`src/rtl/spmv_fp_pkg.sv`:
```
// Shared definitions for the SpMV floating-point datapath.
//   bias(exp_w)        : exponent bias 2^(exp_w-1)-1
//   qnan(exp_w, man_w) : canonical quiet NaN (sign 0, exponent all-ones,
//                        mantissa MSB set), right-aligned in 64 bits
//   FLAG_*             : bit positions inside the 3-bit exception flag vector
package spmv_fp_pkg;

  localparam int FLAG_INV = 2;
  localparam int FLAG_OVF = 1;
  localparam int FLAG_UNF = 0;

  function automatic int bias(input int exp_w);
    return (1 << (exp_w - 1)) - 1;
  endfunction

  function automatic logic [63:0] qnan(input int exp_w, input int man_w);
    logic [63:0] r;
    r = ((64'd1 << exp_w) - 64'd1) << man_w;
    r = r | (64'd1 << (man_w - 1));
    return r;
  endfunction

endpackage

```
`src/rtl/spmv_fp_round.sv`:
```
// Combinational normalise / round-to-nearest-even / pack for the multiplier.
//   prod    : raw (MAN_W+1)x(MAN_W+1) mantissa product, hidden bits included
//   exp_sum : biased exponent expA + expB - BIAS, signed
//   sign    : result sign
//   result  : packed result (signed inf on overflow, signed zero on underflow)
//   ovf/unf : range exception for this result
module spmv_fp_round
  import spmv_fp_pkg::*;
#(
  parameter int EXP_W = 5,
  parameter int MAN_W = 10,
  parameter int W     = 1 + EXP_W + MAN_W
) (
  input  logic [2*MAN_W+1:0]       prod,
  input  logic signed [EXP_W+1:0]  exp_sum,
  input  logic                     sign,
  output logic [W-1:0]             result,
  output logic                     ovf,
  output logic                     unf
);

  localparam int PW = 2 * MAN_W + 2;
  localparam logic signed [EXP_W+1:0] EMAX  = {2'b00, {EXP_W{1'b1}}};
  localparam logic signed [EXP_W+1:0] EZERO = '0;

  logic [PW-1:0]           norm;
  logic [MAN_W:0]          keep;
  logic                    guard;
  logic                    sticky;
  logic                    round_up;
  logic [MAN_W+1:0]        rounded;
  logic                    carry;
  logic [MAN_W-1:0]        frac;
  logic signed [EXP_W+1:0] exp_fin;

  always_comb begin
    // Product of two normal mantissas is in [1,4): either the top bit is set
    // (value >= 2, exponent +1) or the next bit is; shift so the leading one
    // always lands in the MSB.
    norm     = prod[PW-1] ? prod : {prod[PW-2:0], 1'b0};
    keep     = norm[PW-1:MAN_W+1];
    guard    = norm[MAN_W];
    sticky   = |norm[MAN_W-1:0];
    round_up = guard & (sticky | keep[0]);
    rounded  = {1'b0, keep} + {{(MAN_W+1){1'b0}}, round_up};
    // Carry-out only happens when keep was all ones, so the rounded
    // mantissa is exactly 1.0 at the next exponent.
    carry    = rounded[MAN_W+1];
    frac     = carry ? rounded[MAN_W:1] : rounded[MAN_W-1:0];
    exp_fin  = exp_sum
             + $signed({{(EXP_W+1){1'b0}}, prod[PW-1]})
             + $signed({{(EXP_W+1){1'b0}}, carry});
    ovf      = (exp_fin >= EMAX);
    unf      = (exp_fin <= EZERO);
    if (ovf) begin
      result = {sign, {EXP_W{1'b1}}, {MAN_W{1'b0}}};
    end else if (unf) begin
      result = {sign, {(W-1){1'b0}}};
    end else begin
      result = {sign, exp_fin[EXP_W-1:0], frac};
    end
  end

endmodule

```
`src/rtl/spmv_fp_mul_pipe.sv`:
```
// Pipelined floating-point multiplier for the SpMV datapath.
//   i_clk, i_rstn        : clock, asynchronous active-low reset
//   i_valid / o_ready    : operand handshake (i_vector, i_value, i_last)
//   o_valid / i_ready    : result handshake (o_result, o_last, o_flags)
//   o_flags              : {invalid, overflow, underflow} of o_result
// Stages: S1 unpack/specials/exponent sum, S2 mantissa multiply,
// S3 normalise/round/pack into the output registers.
//
// Handshake: a transfer happens on a rising edge where valid && ready are
// both high. o_ready = en = !o_valid || i_ready; the whole pipeline advances
// together on en, so a stall freezes every stage (bubbles included) and the
// output registers stay stable while o_valid && !i_ready. i_valid must not
// be a function of o_ready.
module spmv_fp_mul_pipe
  import spmv_fp_pkg::*;
#(
  parameter int EXP_W = 5,
  parameter int MAN_W = 10,
  parameter int W     = 1 + EXP_W + MAN_W
) (
  input  logic         i_clk,
  input  logic         i_rstn,
  input  logic         i_valid,
  output logic         o_ready,
  input  logic [W-1:0] i_vector,
  input  logic [W-1:0] i_value,
  input  logic         i_last,
  output logic         o_valid,
  input  logic         i_ready,
  output logic [W-1:0] o_result,
  output logic         o_last,
  output logic [2:0]   o_flags
);

  localparam int PW     = 2 * MAN_W + 2;
  localparam int BIAS_I = bias(EXP_W);
  localparam logic [EXP_W+1:0] BIAS_V = BIAS_I[EXP_W+1:0];
  localparam logic [63:0]      QNAN64 = qnan(EXP_W, MAN_W);
  localparam logic [W-1:0]     QNAN   = QNAN64[W-1:0];

  logic en;
  assign en      = !o_valid || i_ready;
  assign o_ready = en;

  // ---------------- S1 combinational: unpack and classify ----------------
  logic [EXP_W-1:0] ea, eb;
  logic [MAN_W-1:0] fa, fb;
  logic             sgn;
  logic             a_nan, b_nan, a_inf, b_inf, a_zero, b_zero;
  logic             spec;
  logic [W-1:0]     spec_res;
  logic [2:0]       spec_flags;

  assign ea  = i_vector[W-2:MAN_W];
  assign eb  = i_value[W-2:MAN_W];
  assign fa  = i_vector[MAN_W-1:0];
  assign fb  = i_value[MAN_W-1:0];
  assign sgn = i_vector[W-1] ^ i_value[W-1];

  // Exponent 0 covers true zero and flushed subnormals alike.
  assign a_zero = (ea == '0);
  assign b_zero = (eb == '0);
  assign a_nan  = (&ea) && (|fa);
  assign b_nan  = (&eb) && (|fb);
  assign a_inf  = (&ea) && !(|fa);
  assign b_inf  = (&eb) && !(|fb);

  always_comb begin
    spec       = 1'b1;
    spec_res   = QNAN;
    spec_flags = 3'b000;
    if (a_nan || b_nan) begin
      spec_res = QNAN;
    end else if ((a_inf && b_zero) || (b_inf && a_zero)) begin
      spec_res             = QNAN;
      spec_flags[FLAG_INV] = 1'b1;
    end else if (a_inf || b_inf) begin
      spec_res = {sgn, {EXP_W{1'b1}}, {MAN_W{1'b0}}};
    end else if (a_zero || b_zero) begin
      spec_res = {sgn, {(W-1){1'b0}}};
    end else begin
      spec = 1'b0;
    end
  end

  // ---------------- stage registers ----------------
  logic                    v1, last1, sign1, spec1;
  logic signed [EXP_W+1:0] exp1;
  logic [MAN_W:0]          man_a1, man_b1;
  logic [W-1:0]            spec_res1;
  logic [2:0]              spec_flags1;

  logic                    v2, last2, sign2, spec2;
  logic signed [EXP_W+1:0] exp2;
  logic [PW-1:0]           prod2;
  logic [W-1:0]            spec_res2;
  logic [2:0]              spec_flags2;

  logic [W-1:0]            rnd_res;
  logic                    rnd_ovf, rnd_unf;
  logic [2:0]              rnd_flags;

  spmv_fp_round #(
    .EXP_W (EXP_W),
    .MAN_W (MAN_W),
    .W     (W)
  ) u_round (
    .prod    (prod2),
    .exp_sum (exp2),
    .sign    (sign2),
    .result  (rnd_res),
    .ovf     (rnd_ovf),
    .unf     (rnd_unf)
  );

  always_comb begin
    rnd_flags           = 3'b000;
    rnd_flags[FLAG_OVF] = rnd_ovf;
    rnd_flags[FLAG_UNF] = rnd_unf;
  end

  always_ff @(posedge i_clk or negedge i_rstn) begin
    if (!i_rstn) begin
      v1          <= 1'b0;
      last1       <= 1'b0;
      sign1       <= 1'b0;
      spec1       <= 1'b0;
      exp1        <= '0;
      man_a1      <= '0;
      man_b1      <= '0;
      spec_res1   <= '0;
      spec_flags1 <= '0;
      v2          <= 1'b0;
      last2       <= 1'b0;
      sign2       <= 1'b0;
      spec2       <= 1'b0;
      exp2        <= '0;
      prod2       <= '0;
      spec_res2   <= '0;
      spec_flags2 <= '0;
      o_valid     <= 1'b0;
      o_result    <= '0;
      o_last      <= 1'b0;
      o_flags     <= '0;
    end else if (en) begin
      // S1
      v1          <= i_valid;
      last1       <= i_last;
      sign1       <= sgn;
      spec1       <= spec;
      exp1        <= $signed({2'b00, ea} + {2'b00, eb} - BIAS_V);
      man_a1      <= {1'b1, fa};
      man_b1      <= {1'b1, fb};
      spec_res1   <= spec_res;
      spec_flags1 <= spec_flags;
      // S2
      v2          <= v1;
      last2       <= last1;
      sign2       <= sign1;
      spec2       <= spec1;
      exp2        <= exp1;
      prod2       <= {{(MAN_W+1){1'b0}}, man_a1} * {{(MAN_W+1){1'b0}}, man_b1};
      spec_res2   <= spec_res1;
      spec_flags2 <= spec_flags1;
      // S3
      o_valid     <= v2;
      o_last      <= last2;
      o_result    <= spec2 ? spec_res2 : rnd_res;
      o_flags     <= spec2 ? spec_flags2 : rnd_flags;
    end
  end

endmodule

```
`config.mk`:
```
export PLATFORM = sky130hd
export DESIGN_NAME = spmv_fp_mul_pipe
export DESIGN_NICKNAME = d
export VERILOG_FILES = /design/src/rtl/spmv_fp_pkg.sv /design/src/rtl/spmv_fp_round.sv /design/src/rtl/spmv_fp_mul_pipe.sv
export SDC_FILE = /design/constraint.sdc
export NUM_CORES = 1
export LEC_CHECK = 0
export ABC_AREA = 1
export BUFFER_PORTS_ARGS = -buffer_cell sky130_fd_sc_hd__buf_2
export CORE_ASPECT_RATIO = 1.75
export CORE_UTILIZATION = 60
export CTS_CLUSTER_DIAMETER = 80
export DETAILED_ROUTE_END_ITERATION = 16
export PLACE_DENSITY = 0.79
export SYNTH_ARGS = -nofsm -noshare
export SYNTH_HDL_FRONTEND = slang
export SYNTH_SLANG_ARGS = --single-unit
```
`constraint.sdc`:
```
create_clock -name i_clk -period 5.9 [get_ports i_clk]
set_clock_uncertainty 0.2 [all_clocks]
set_input_delay 0.295 -clock i_clk [delete_from_list [all_inputs] [get_ports i_clk]]
set_output_delay 0.295 -clock i_clk [all_outputs]
set_load 0.01 [all_outputs]
```
## After elaboration in Yosys (flattened, before gate mapping)

Cells that the tools add are included.
W data, S select, Z words.

| word-level totals | value |
|---|---|
| memory bits (writable) | 0 |
| output and inout bits | 22 |
| ROM bits | 0 |
| latch bits | 0 |
| register bits after elaboration | 121 |
| input port bits | 37 |
| memories kept | 0 |
| logic and storage cells | 69 |

| cells by class | value |
|---|---|
| equality and inequality tests | 0 |
| magnitude comparators | 2 |
| reduce and logical (&&, ||, !) cells | 21 |
| add/subtract/negate cells | 5 |
| bitwise operators | 3 |
| div/mod/pow operators | 0 |
| muxes and demuxes | 16 |
| shift-type cells | 0 |
| multipliers | 1 |

Operators with widths:

| operator | count |
|---|---|
| $mux W16 | 5 |
| $mux W15 | 2 |
| $reduce_or A10 Y1 | 3 |
| $mul A11 B11 Y22 | 1 |
| $mux W22 | 1 |
| $add A7 B2 Y7 | 2 |
| $add A11 B1 Y12 | 1 |
| $logic_not A5 Y1 | 2 |
| $mux W10 | 1 |
| $reduce_and A5 Y1 | 2 |
| $ge A7 B6 Y1 const B | 1 |
| $le A7 B1 Y1 const B | 1 |
| $sub A6 B4 Y7 const B | 1 |
| $add A5 B5 Y6 | 1 |
| $logic_and A1 B1 Y1 | 6 |
| $mux W1 | 6 |
| $logic_or A1 B1 Y1 | 5 |
| $logic_not A1 Y1 | 3 |
| $mux W3 | 1 |
| $and A1 B1 Y1 | 1 |
| $or A1 B1 Y1 | 1 |
| $xor A1 B1 Y1 | 1 |

## Longest topological paths before layout

Gate-level depths: netlist of run 1.

| logic depth | value |
|---|---|
| depth after elaboration | 10 |
| depth in mapped cells | 27 |
| mapped depth without buffers | 25 |

## Cells and area by module

Synthesis of run 1 repeated with hierarchy kept, for this count alone.

| second synthesis, totals | value |
|---|---|
| cells, all modules | 1257 |
| area total of the unflattened synthesis | 9275.1 sq um |

By module, submodules not included:

| module | sequential area each (sq um) | area each (sq um) | instances | cells an instance |
|---|---|---|---|---|
| spmv_fp_mul_pipe | 2352.3 | 8256.7 | 1 | 1071 |
| spmv_fp_round | 0.0 | 1018.5 | 1 | 186 |

## Worst setup path before layout of run 1

No wires, ideal clock.

| timing path | value |
|---|---|
| path kind | reg-to-reg |
| from | register man_a1[10] |
| to | register prod2[17] |
| data required time | 5582 ps |
| period minus slack after synthesis | 5010 ps |
| buffers on the path | 1 |
| cell stages (with the launch flop) | 20 |
| slack | 890 ps |
| arrival time | 4692 ps |
| library setup time | 118 ps |
| path through | dfrtp_1 > clkbuf_1 > nand2_1 > fa_1 > fa_1 > inv_1 > fa_1 > fa_1 > inv_1 > fa_1 > inv_1 > ha_1 > a21oi_1 > o21a_1 > nor2_1 > nor2_1 > o21ai_0 > or2_2 > nand3_1 > nand2_1 |

| on the way | value |
|---|---|
| longest elaborated chain between the ends | 1 |

RTL lines:

| element | line | RTL |
|---|---|---|
| from (decl) | spmv_fp_mul_pipe.sv:89 | `logic [MAN_W:0] man_a1, man_b1;` |
| from (signal assigned) | spmv_fp_mul_pipe.sv:152 | `man_a1 <= {1'b1, fa};` |
| $mul A11 B11 Y22 | spmv_fp_mul_pipe.sv:162 | `prod2 <= {{(MAN_W+1){1'b0}}, man_a1} * {{(MAN_W+1){1'b0}}, man_b1};` |
| to (signal assigned) | spmv_fp_mul_pipe.sv:162 |  |
| to (decl) | spmv_fp_mul_pipe.sv:95 | `logic [PW-1:0] prod2;` |

Every way passes these cells.
A chain may end at the register's enable or synchronous reset.

## Final worst setup path of run 1

| timing path | value |
|---|---|
| from | register man_a1[10] |
| to | register prod2[21] |

Same word-level chain as after synthesis.

==> impl_metrics.py, run 1 <==
metrics = {
    "status": {
        "status": "complete, but fails checks",
        "violations": "hold timing",
    },
    "setup_path": {
        "r2r_end": "prod2[21]",
        "critical_path_class": "reg -> reg",
        "crit_end": "prod2[21]",
        "slowest_delay_ps": 590,
        "cp_slowest_cell": "dfrtp_1",
        "crit_required_ps": 5910,
        "rr_startpoint": "man_a1[10]",
        "rr_worst_depth": 20,
        "critPathMaxFanout": 12,
        "startpoint": "man_a1[10]",
        "cp.arrival_ps": 5460,
        "cp-start-kind": "flop",
        "end_kind": "flop",
        "reg2reg_slack_ps": 440,
        "worstPathCellList": "buf_4 -> nand2_1 -> fa_1 -> fa_1 -> inv_1 -> fa_1 -> inv_1 -> fa_1 -> inv_1 -> ha_1 -> ha_1 -> nand2_1 -> inv_1 -> nand3_1 -> nor2_1 -> nand4_1 -> nand3_1 -> nand2_1 -> nand3_1 -> o21ai_0",
    },
    "synth": {
        "synth-simple-area-share_pct": 24.9,
        "synthTopCellsByArea": "dfrtp_1, fa_1, nand2_1",
        "synth.distinct_cells": 50,
        "synthAdderAreaFrac_pct": 28.4,
        "synth_ff_type": "dfrtp_1",
        "synth_compound_area_share_pct": 6.62,
        "synth_top_area_cell": "dfrtp_1",
        "syn-instance-count": 1179,
        "synth.most_common_cell": "nand2_1",
        "synthXorXnorAreaFrac_pct": 1.75,
        "syn_avg_cell_area_um2": 7.58,
        "ys_seq_area_share_pct": 26.3,
        "synth-edff-count": 0,
        "ys_ff_latch": 94,
        "yosysWarnings": 0,
        "synthMuxAreaShare_pct": 0,
        "synth_top_family_by_area": "adder cells",
        "async_flop_share_pct": 100,
        "synthTopCellsByCount": "nand2_1, inv_1, dfrtp_1",
        "yosysTopAreaCellShare_pct": 26.3,
        "synth_nets": 1370,
        "syn_area_um2": 8940,
    },
    "grt": {
        "grt_start_max_net_pins": 79,
        "grt_overflow": 0,
        "antenna_found_initial": 0,
        "grt_use_total_pct": 31.2,
        "grt_pass1_vias": 8133,
        "grt_pass1_wl_um": 37100,
    },
    "clock_network": {
        "cts_tree": "done",
        "clockRootBuffer": "clkbuf_16",
        "cts_sinks": 94,
        "clk_latency_ps": 360,
        "cts_buffers": 9,
        "h-tree-depth": 3,
        "cts.path.max_buffers": 2,
        "clk_transition_reported_paths_ps": 80,
    },
    "die": {
        "start_util_pct": 61.9,
        "dieHeight_um": 163,
        "io_pins": 59,
        "core_um2": 14400,
        "die_w_um": 94.3,
        "rows": 58,
        "die_area_um2": 15400,
    },
    "cells_and_area": {
        "drive_gt1_share_pct": 9.11,
        "nets": 1426,
        "multi_input_area_um2": 5520,
        "ff_latch_area_um2": 2350,
        "antenna_cells": 0,
        "fillers": 1223,
        "areaGrowthSynthToFinish_pct": 10.2,
        "final_cells": 1420,
    },
    "place": {
        "io_buffer_count": 58,
        "placed_cells_incl_taps": 1382,
        "dp_hpwl_um": 16700,
        "gp_congestion": 0.939,
    },
    "worst_hold_path": {
        "hp-class": "in -> reg",
        "whs_path_depth": 3,
    },
    "sta": {
        "max_freq_mhz": 183,
        "relSlewSlack_pct": 36.4,
        "worstMarginPinSlew_ps": 953,
        "rsz0062_at_grt": "false",
        "timing.final.max_slew_violations": 0,
        "fin_crit_sh_pct": 92.5,
        "fin_crit_ps": 5460,
        "setup_violations": 0,
        "tns_ps": 0,
        "whs_ps": -8.52,
        "hold_violations": 1,
    },
    "drt": {
        "wl_per_cell_um": 15.3,
        "drc_errors": 0,
        "ant_nets": 0,
        "drt-initial-drc-count": 340,
        "drt-total-wl_um": 21800,
        "viasPerCell": 5.43,
        "vias": 7709,
        "drt_pass1_iterations": 5,
    },
    "flow_run": {
        "maxCapViolations": 0,
    },
}
[cells by family (layout without fill, tap and decap cells)]
kind of cell | after synthesis | count (layout)
AOI/OAI and AO/OA | 103 | 103
DFF | 94 | 94
buffers and inverters | 278 | 339
xor gates and xnor gates | 17 | 17
and+or+nand+nor | 533 | 533
adders and majority gates | 154 | 154
[placed cells by master (no fill, tap or decap), types with 14 or more instances in the layout]
cell           synthesis  routed
nand3_1               35      35
a21oi_1               26      26
buf_2                  0      57
nand2_1              389     389
nand4_1               14      14
nor2_1                58      57
ha_1                  72      72
fa_1                  82      82
inv_1                230     230
dlygate4sd3_1          0      22
dfrtp_1               94      94
o21ai_0               45      45
[registers in the layout, indices dropped and copies added, names as in the netlist]
register and flops:
last2 1, spec1 1, last1 1, man_a1 11, spec_flags1 1, spec_flags2 1, o_last 1, exp1 7
spec_res2 3, o_valid 1, sign1 1, o_flags 3, sign2 1, man_b1 10, v2 1, o_result 16
prod2 22, spec_res1 3, v1 1, spec2 1, exp2 7
[routing by layer]
layer  vias up  track usage [%]  routed length [µm]
li1       3671                -                   -
met1      3710             32.9                7800
met2       228             57.3               11800
met3       100             4.10                 906
met4         0             19.4                1300
met5         -                0                   0
[what timing repair did]
action / in CTS / in global routing
resized for setup: 0 / 0
hold buffers: 22 / 0
setup buffers: 0 / 0
hold endpoints to repair: 40 / 0
[per-stage QoR]
stage | setup slack, ps | util [%] | instance area, µm²
6_report | 443 | 68.2 | 9850
3_5_place_dp | 537 | 64.7 | 9340
3_3_place_gp | 571 | 64.7 | 9340
2_1_floorplan | 890 | - | 8940
4_1_cts | 463 | 68.2 | 9850
5_1_grt | 200 | 68.2 | 9850
[worst min path at each step]
stage | to | slack (ps) | start
CTS | man_b1[4] | 4 | i_value[4]
global route | man_b1[4] | 10 | i_value[4]
detailed placement | man_b1[5] | 4 | i_rstn
global placement | man_b1[5] | -0.7 | i_rstn
floorplan | exp1[0] | -200 | i_rstn
finish | man_b1[4] | -9 | i_value[4]
[area by class of cell]
class	instances	share of cell area, %
Clock inverter	7	0.635
Multi-Input combinational cell	807	56.1
Sequential cell	94	23.9
Timing Repair Buffer	87	5.74
Clock buffer	9	2.29
Inverter	236	9.07
Tap cell	180	2.29
[worst max-delay path, delay by kind of cell, from the launching register on]
family | cells | cell delay (ps)
compound gates | 1 | 90
buf+inv | 5 | 560
fa+ha+maj | 6 | 2780
flops | 1 | 590
simple gates | 8 | 1090
Power of run 1 is left out: the tool's default activity adds up to more than one toggle a clock period on the data nets, which glitch-free logic cannot reach.
==> inputs of run 2 (changes only) <==
CORE_MARGIN = 4   (was default)
CORE_UTILIZATION = 58   (was 60)
PLACE_DENSITY = 0.77   (was 0.79)
==> impl_metrics.py, run 2 (synthesis results as in run 1) <==
metrics = {
    "status": {
        "status": "finished, final reports clean",
    },
    "clock_network": {
        "cts_tree": "done",
        "clockRootBuffer": "clkbuf_16",
        "cts.path.max_buffers": 2,
        "post_cts_resized": 0,
        "clk_transition_reported_paths_ps": 80,
        "h-tree-depth": 3,
        "cts_setup_buffers": 0,
        "hold_buffers": 22,
        "clk_latency_ps": 360,
        "cts_sinks": 94,
        "cts_buffers": 9,
    },
    "setup_path": {
        "critical_path_class": "reg -> reg",
        "path_common_cell": "fa_1",
        "reg2reg_slack_ps": 520,
        "end_kind": "flop",
        "crit_required_ps": 5990,
        "slowest_delay_ps": 680,
        "cp-start-kind": "flop",
        "rr_startpoint": "man_b1[6]",
        "r2r_end": "prod2[18]",
        "worstPathCellList": "nand2_1 -> fa_1 -> fa_1 -> fa_1 -> inv_1 -> fa_1 -> inv_1 -> fa_1 -> inv_1 -> ha_1 -> a21oi_1 -> o21ai_0 -> nand2_1 -> nand3_1 -> a21oi_1 -> nand2b_1 -> nand3_1 -> nand2_1",
        "rr_worst_depth": 18,
        "critPathMaxFanout": 12,
        "cp_slowest_cell": "dfrtp_1",
        "cp.arrival_ps": 5480,
    },
    "sta": {
        "setup_violations": 0,
        "hold_violations": 0,
        "relSlewSlack_pct": 37.6,
        "worstMarginPinSlew_ps": 937,
        "rsz0062_at_grt": "false",
        "timing.final.max_slew_violations": 0,
        "setup_ws_ps": 515,
        "tns_ps": 0,
        "fin_crit_ps": 5380,
        "max_freq_mhz": 186,
        "fin_crit_sh_pct": 91.3,
    },
    "die": {
        "io_pins": 59,
        "die_area_um2": 17500,
        "dieHeight_um": 172,
        "core_um2": 15000,
        "die_w_um": 102,
        "start_util_pct": 59.6,
        "rows": 59,
    },
    "grt": {
        "grt_overflow": 0,
        "antenna_found_initial": 0,
        "grt_pass1_wl_um": 37000,
        "top_usage_layer": "met2",
        "grt_use_total_pct": 26.7,
        "met1_usage_pct": 28.3,
        "grt_start_max_net_pins": 96,
        "gr-usage-met2_pct": 50.5,
        "grt_pass1_vias": 8042,
        "grtUsageMet3_pct": 2.83,
    },
    "worst_hold_path": {
        "holdPathEnd": "man_b1[4]",
        "whs_path_depth": 3,
        "hold_start": "i_value[4]",
        "hp-class": "in -> reg",
    },
    "drt": {
        "viasPerCell": 5.29,
        "vias": 7528,
        "drc_errors": 0,
        "drt-total-wl_um": 21500,
        "drt-initial-drc-count": 386,
        "drt_pass1_iterations": 5,
        "wl_per_cell_um": 15.1,
        "ant_nets": 0,
    },
    "place": {
        "gp_congestion": 0.909,
        "placed_cells_incl_taps": 1384,
        "dp_hpwl_um": 16500,
        "place_ws_ps": 633,
        "io_buffer_count": 58,
    },
    "cells_and_area": {
        "fillers": 1290,
        "final_cell_mix": "nand2_1, inv_1, dfrtp_1, fa_1, ha_1",
        "drive_gt1_share_pct": 9.04,
        "top_regs": "prod2: 22 flops, o_result: 16 flops, man_a1: 11 flops",
        "final_cells": 1422,
        "areaGrowthSynthToFinish_pct": 10.4,
        "largest_register_ffs": 22,
        "nets": 1425,
        "top_register": "prod2",
        "antenna_cells": 0,
        "layout_commonest_cell": "nand2_1",
    },
    "flow_run": {
        "maxCapViolations": 0,
    },
}
-- run 2: layer usage --
layer,part of all wire [%],vias to the layer above
met1,36,3600
met2,55,195
li1,-,3662
met3,3.4,71
met4,5.4,0
met5,0,-
-- run 2: area by class of cell --
cell class | count | area [µm²] | area share (%)
clock inverter | 7 | 86.3 | 0.875
tap | 183 | 229 | 2.32
timing repair buffer | 86 | 558 | 5.65
clock buffer | 9 | 225 | 2.28
inverter | 236 | 893 | 9.05
sequential | 94 | 2350 | 23.8
multi-input combinational | 807 | 5520 | 56.0
-- run 2: stage by stage --
step | area, µm² | hold slack, ps | util, %
after floorplan | 8940 | -201 | -
after global placement | 9340 | 106 | 62.3
after detailed placement | 9340 | 113 | 62.3
after CTS | 9870 | 14.8 | 65.9
after global routing | 9870 | 28.6 | 65.9
final | 9870 | 19.9 | 65.9
-- run 2: how the worst max path moves through the flow --
stage                          start         to  cells past startpoint
final                      man_b1[6]  prod2[18]                     18
after global routing       man_a1[1]  prod2[18]                     18
after floorplan           man_a1[10]  prod2[17]                     19
after detailed placement   man_a1[7]  prod2[21]                     17
after CTS                  man_b1[6]  prod2[18]                     18
after global placement     man_a1[7]  prod2[21]                     17
-- run 2: critical path, delay by kind of cell, from the launching register on --
family          cells  cell delay, ps
buf+inv             3             190
compound gates      3             600
simple gates        6             720
fa+ha+maj           6            2940
flops               1             680
Power of run 2 is left out for the same reason.
==> inputs of run 3 (changes only) <==
CORE_UTILIZATION = 57   (was 58)
PLACE_DENSITY = 0.79   (was 0.77)
clock period = 4.45 ns   (was 5.9 ns; I/O delays follow)
==> impl_metrics.py, run 3 (synthesis results as in run 1) <==
metrics = {
    "setup_path": {
        "cp.arrival_ps": 4890,
        "rr_startpoint": "man_a1[10]",
        "reg2reg_slack_ps": -430,
        "crit_required_ps": 4460,
        "critPathMaxFanout": 5,
        "rr_worst_depth": 20,
        "r2r_end": "prod2[21]",
        "end_kind": "flop",
        "critical_path_class": "reg -> reg",
        "cp-start-kind": "flop",
    },
    "clock_network": {
        "cts_buffers": 9,
        "cts_sinks": 94,
        "cts_tree": "done",
        "clockRootBuffer": "clkbuf_16",
        "h-tree-depth": 3,
        "clk_transition_reported_paths_ps": 70,
        "cts.path.max_buffers": 2,
        "clk_latency_ps": 360,
    },
    "grt": {
        "grt_pass1_wl_um": 40400,
        "top_usage_layer": "met2",
        "antenna_found_initial": 0,
        "gr-usage-met2_pct": 51.2,
        "grtUsageMet3_pct": 3.71,
        "grt_start_max_net_pins": 79,
        "grt_overflow": 0,
        "met1_usage_pct": 31.2,
        "grt_pass1_vias": 8785,
        "grt_use_total_pct": 28.9,
    },
    "place": {
        "place_ws_ps": -512,
        "placed_cells_incl_taps": 1465,
        "gp_congestion": 0.961,
        "dp_hpwl_um": 17300,
        "io_buffer_count": 58,
    },
    "sta": {
        "setup_violations": 14,
        "fin_crit_sh_pct": 110,
        "whs_ps": 116,
        "timing.final.max_slew_violations": 0,
        "hold_violations": 0,
        "worstMarginPinSlew_ps": 923,
        "rsz0062_at_grt": "true",
        "fin_crit_ps": 4880,
        "setup_ws_ps": -427,
        "relSlewSlack_pct": 38.5,
        "max_freq_mhz": 205,
    },
    "die": {
        "start_util_pct": 58.1,
        "io_pins": 59,
        "dieHeight_um": 174,
        "rows": 60,
        "core_um2": 15400,
        "die_area_um2": 17800,
        "die_w_um": 103,
    },
    "drt": {
        "viasPerCell": 5.50,
        "drt-total-wl_um": 25700,
        "ant_nets": 0,
        "drt_pass1_iterations": 6,
        "drc_errors": 0,
        "wl_per_cell_um": 16.7,
        "drt-initial-drc-count": 671,
        "vias": 8484,
    },
    "cells_and_area": {
        "areaGrowthSynthToFinish_pct": 28.1,
        "nets": 1543,
        "final_cells": 1542,
        "top_regs": "prod2: 22 flops, o_result: 16 flops, man_a1: 11 flops",
        "largest_register_ffs": 22,
        "antenna_cells": 0,
        "final_util_pct": 74.4,
        "final_cell_mix": "nand2_1, inv_1, buf_4, dfrtp_1, fa_1",
        "drive_gt1_share_pct": 26.3,
        "layout_commonest_cell": "nand2_1",
        "top_register": "prod2",
    },
    "status": {
        "status": "complete, but fails checks",
        "violations": "setup timing",
    },
    "flow_run": {
        "maxCapViolations": 0,
    },
    "worst_hold_path": {
        "holdPathEnd": "exp1[0]",
        "whs_path_depth": 4,
        "hp-class": "in -> reg",
        "hold_start": "i_value[10]",
    },
}
==> run 3: cell count changes in the layout (fill, tap and decap cells not counted), moves of 21 or more <==
cell,change
buf_4,+91
nand2_2,+23
buf_6,+22
inv_1,-23
nand2_1,-34
inv_2,+21
==> run 3: worst max-delay path by stage <==
stage	startpoint	slack, ps	endpoint
global route	man_a1[10]	-600	prod2[19]
floorplan	man_a1[7]	-60	prod2[17]
global placement	man_a1[4]	-500	prod2[20]
CTS	man_a1[2]	-380	prod2[17]
finish	man_a1[10]	-430	prod2[21]
detailed placement	man_a1[4]	-510	prod2[20]
==> run 3: through the flow <==
| stage | TNS, ps | cell area (µm²) |
|---|---|---|
| after floorplan | -124 | 9260 |
| after global placement | -4970 | 10100 |
| after CTS | -3020 | 11100 |
| after detailed placement | -5450 | 10100 |
| final | -3670 | 11400 |
| after global routing | -5490 | 11400 |
==> run 3: layer usage <==
layer	vias to the layer above	part of all wire (%)
met2	366	53
li1	3904	-
met1	4036	34
met5	-	0
met3	178	4.6
met4	0	8.4
==> run 3: area by class of cell <==
class	instances	area, µm²
well taps	186	233
flip-flops and latches	94	2370
clock buffers	11	233
inverters	236	898
multi-input cells	807	6130
fillers	1057	3940
clock inverters	4	25.0
repair buffers	204	1560
==> run 3: worst max-delay path, stage by stage, from the launching register on <==
cell     delay (ps)
dfrtp_2         480
buf_6           150
nand2_2          50
inv_2            40
fa_1            490
fa_1            590
fa_1            450
fa_1            540
inv_2            40
fa_2            530
inv_2            40
ha_4            310
nand2_4          70
o21a_1          200
buf_4           130
nand2_2          60
nand2_2          70
nand3_2          70
nand2_2          60
nand3_2          80
o21ai_2          70
==> run 3: timing repair <==
action / in CTS / in global routing
setup endpoints to repair: 15 / 18
setup buffers: 28 / 14
hold buffers: 25 / 0
resized for setup: 87 / 78
endpoints found under the hold margin: 93 / 0
pin swaps: 43 / 53
Power of run 3 is left out for the same reason.
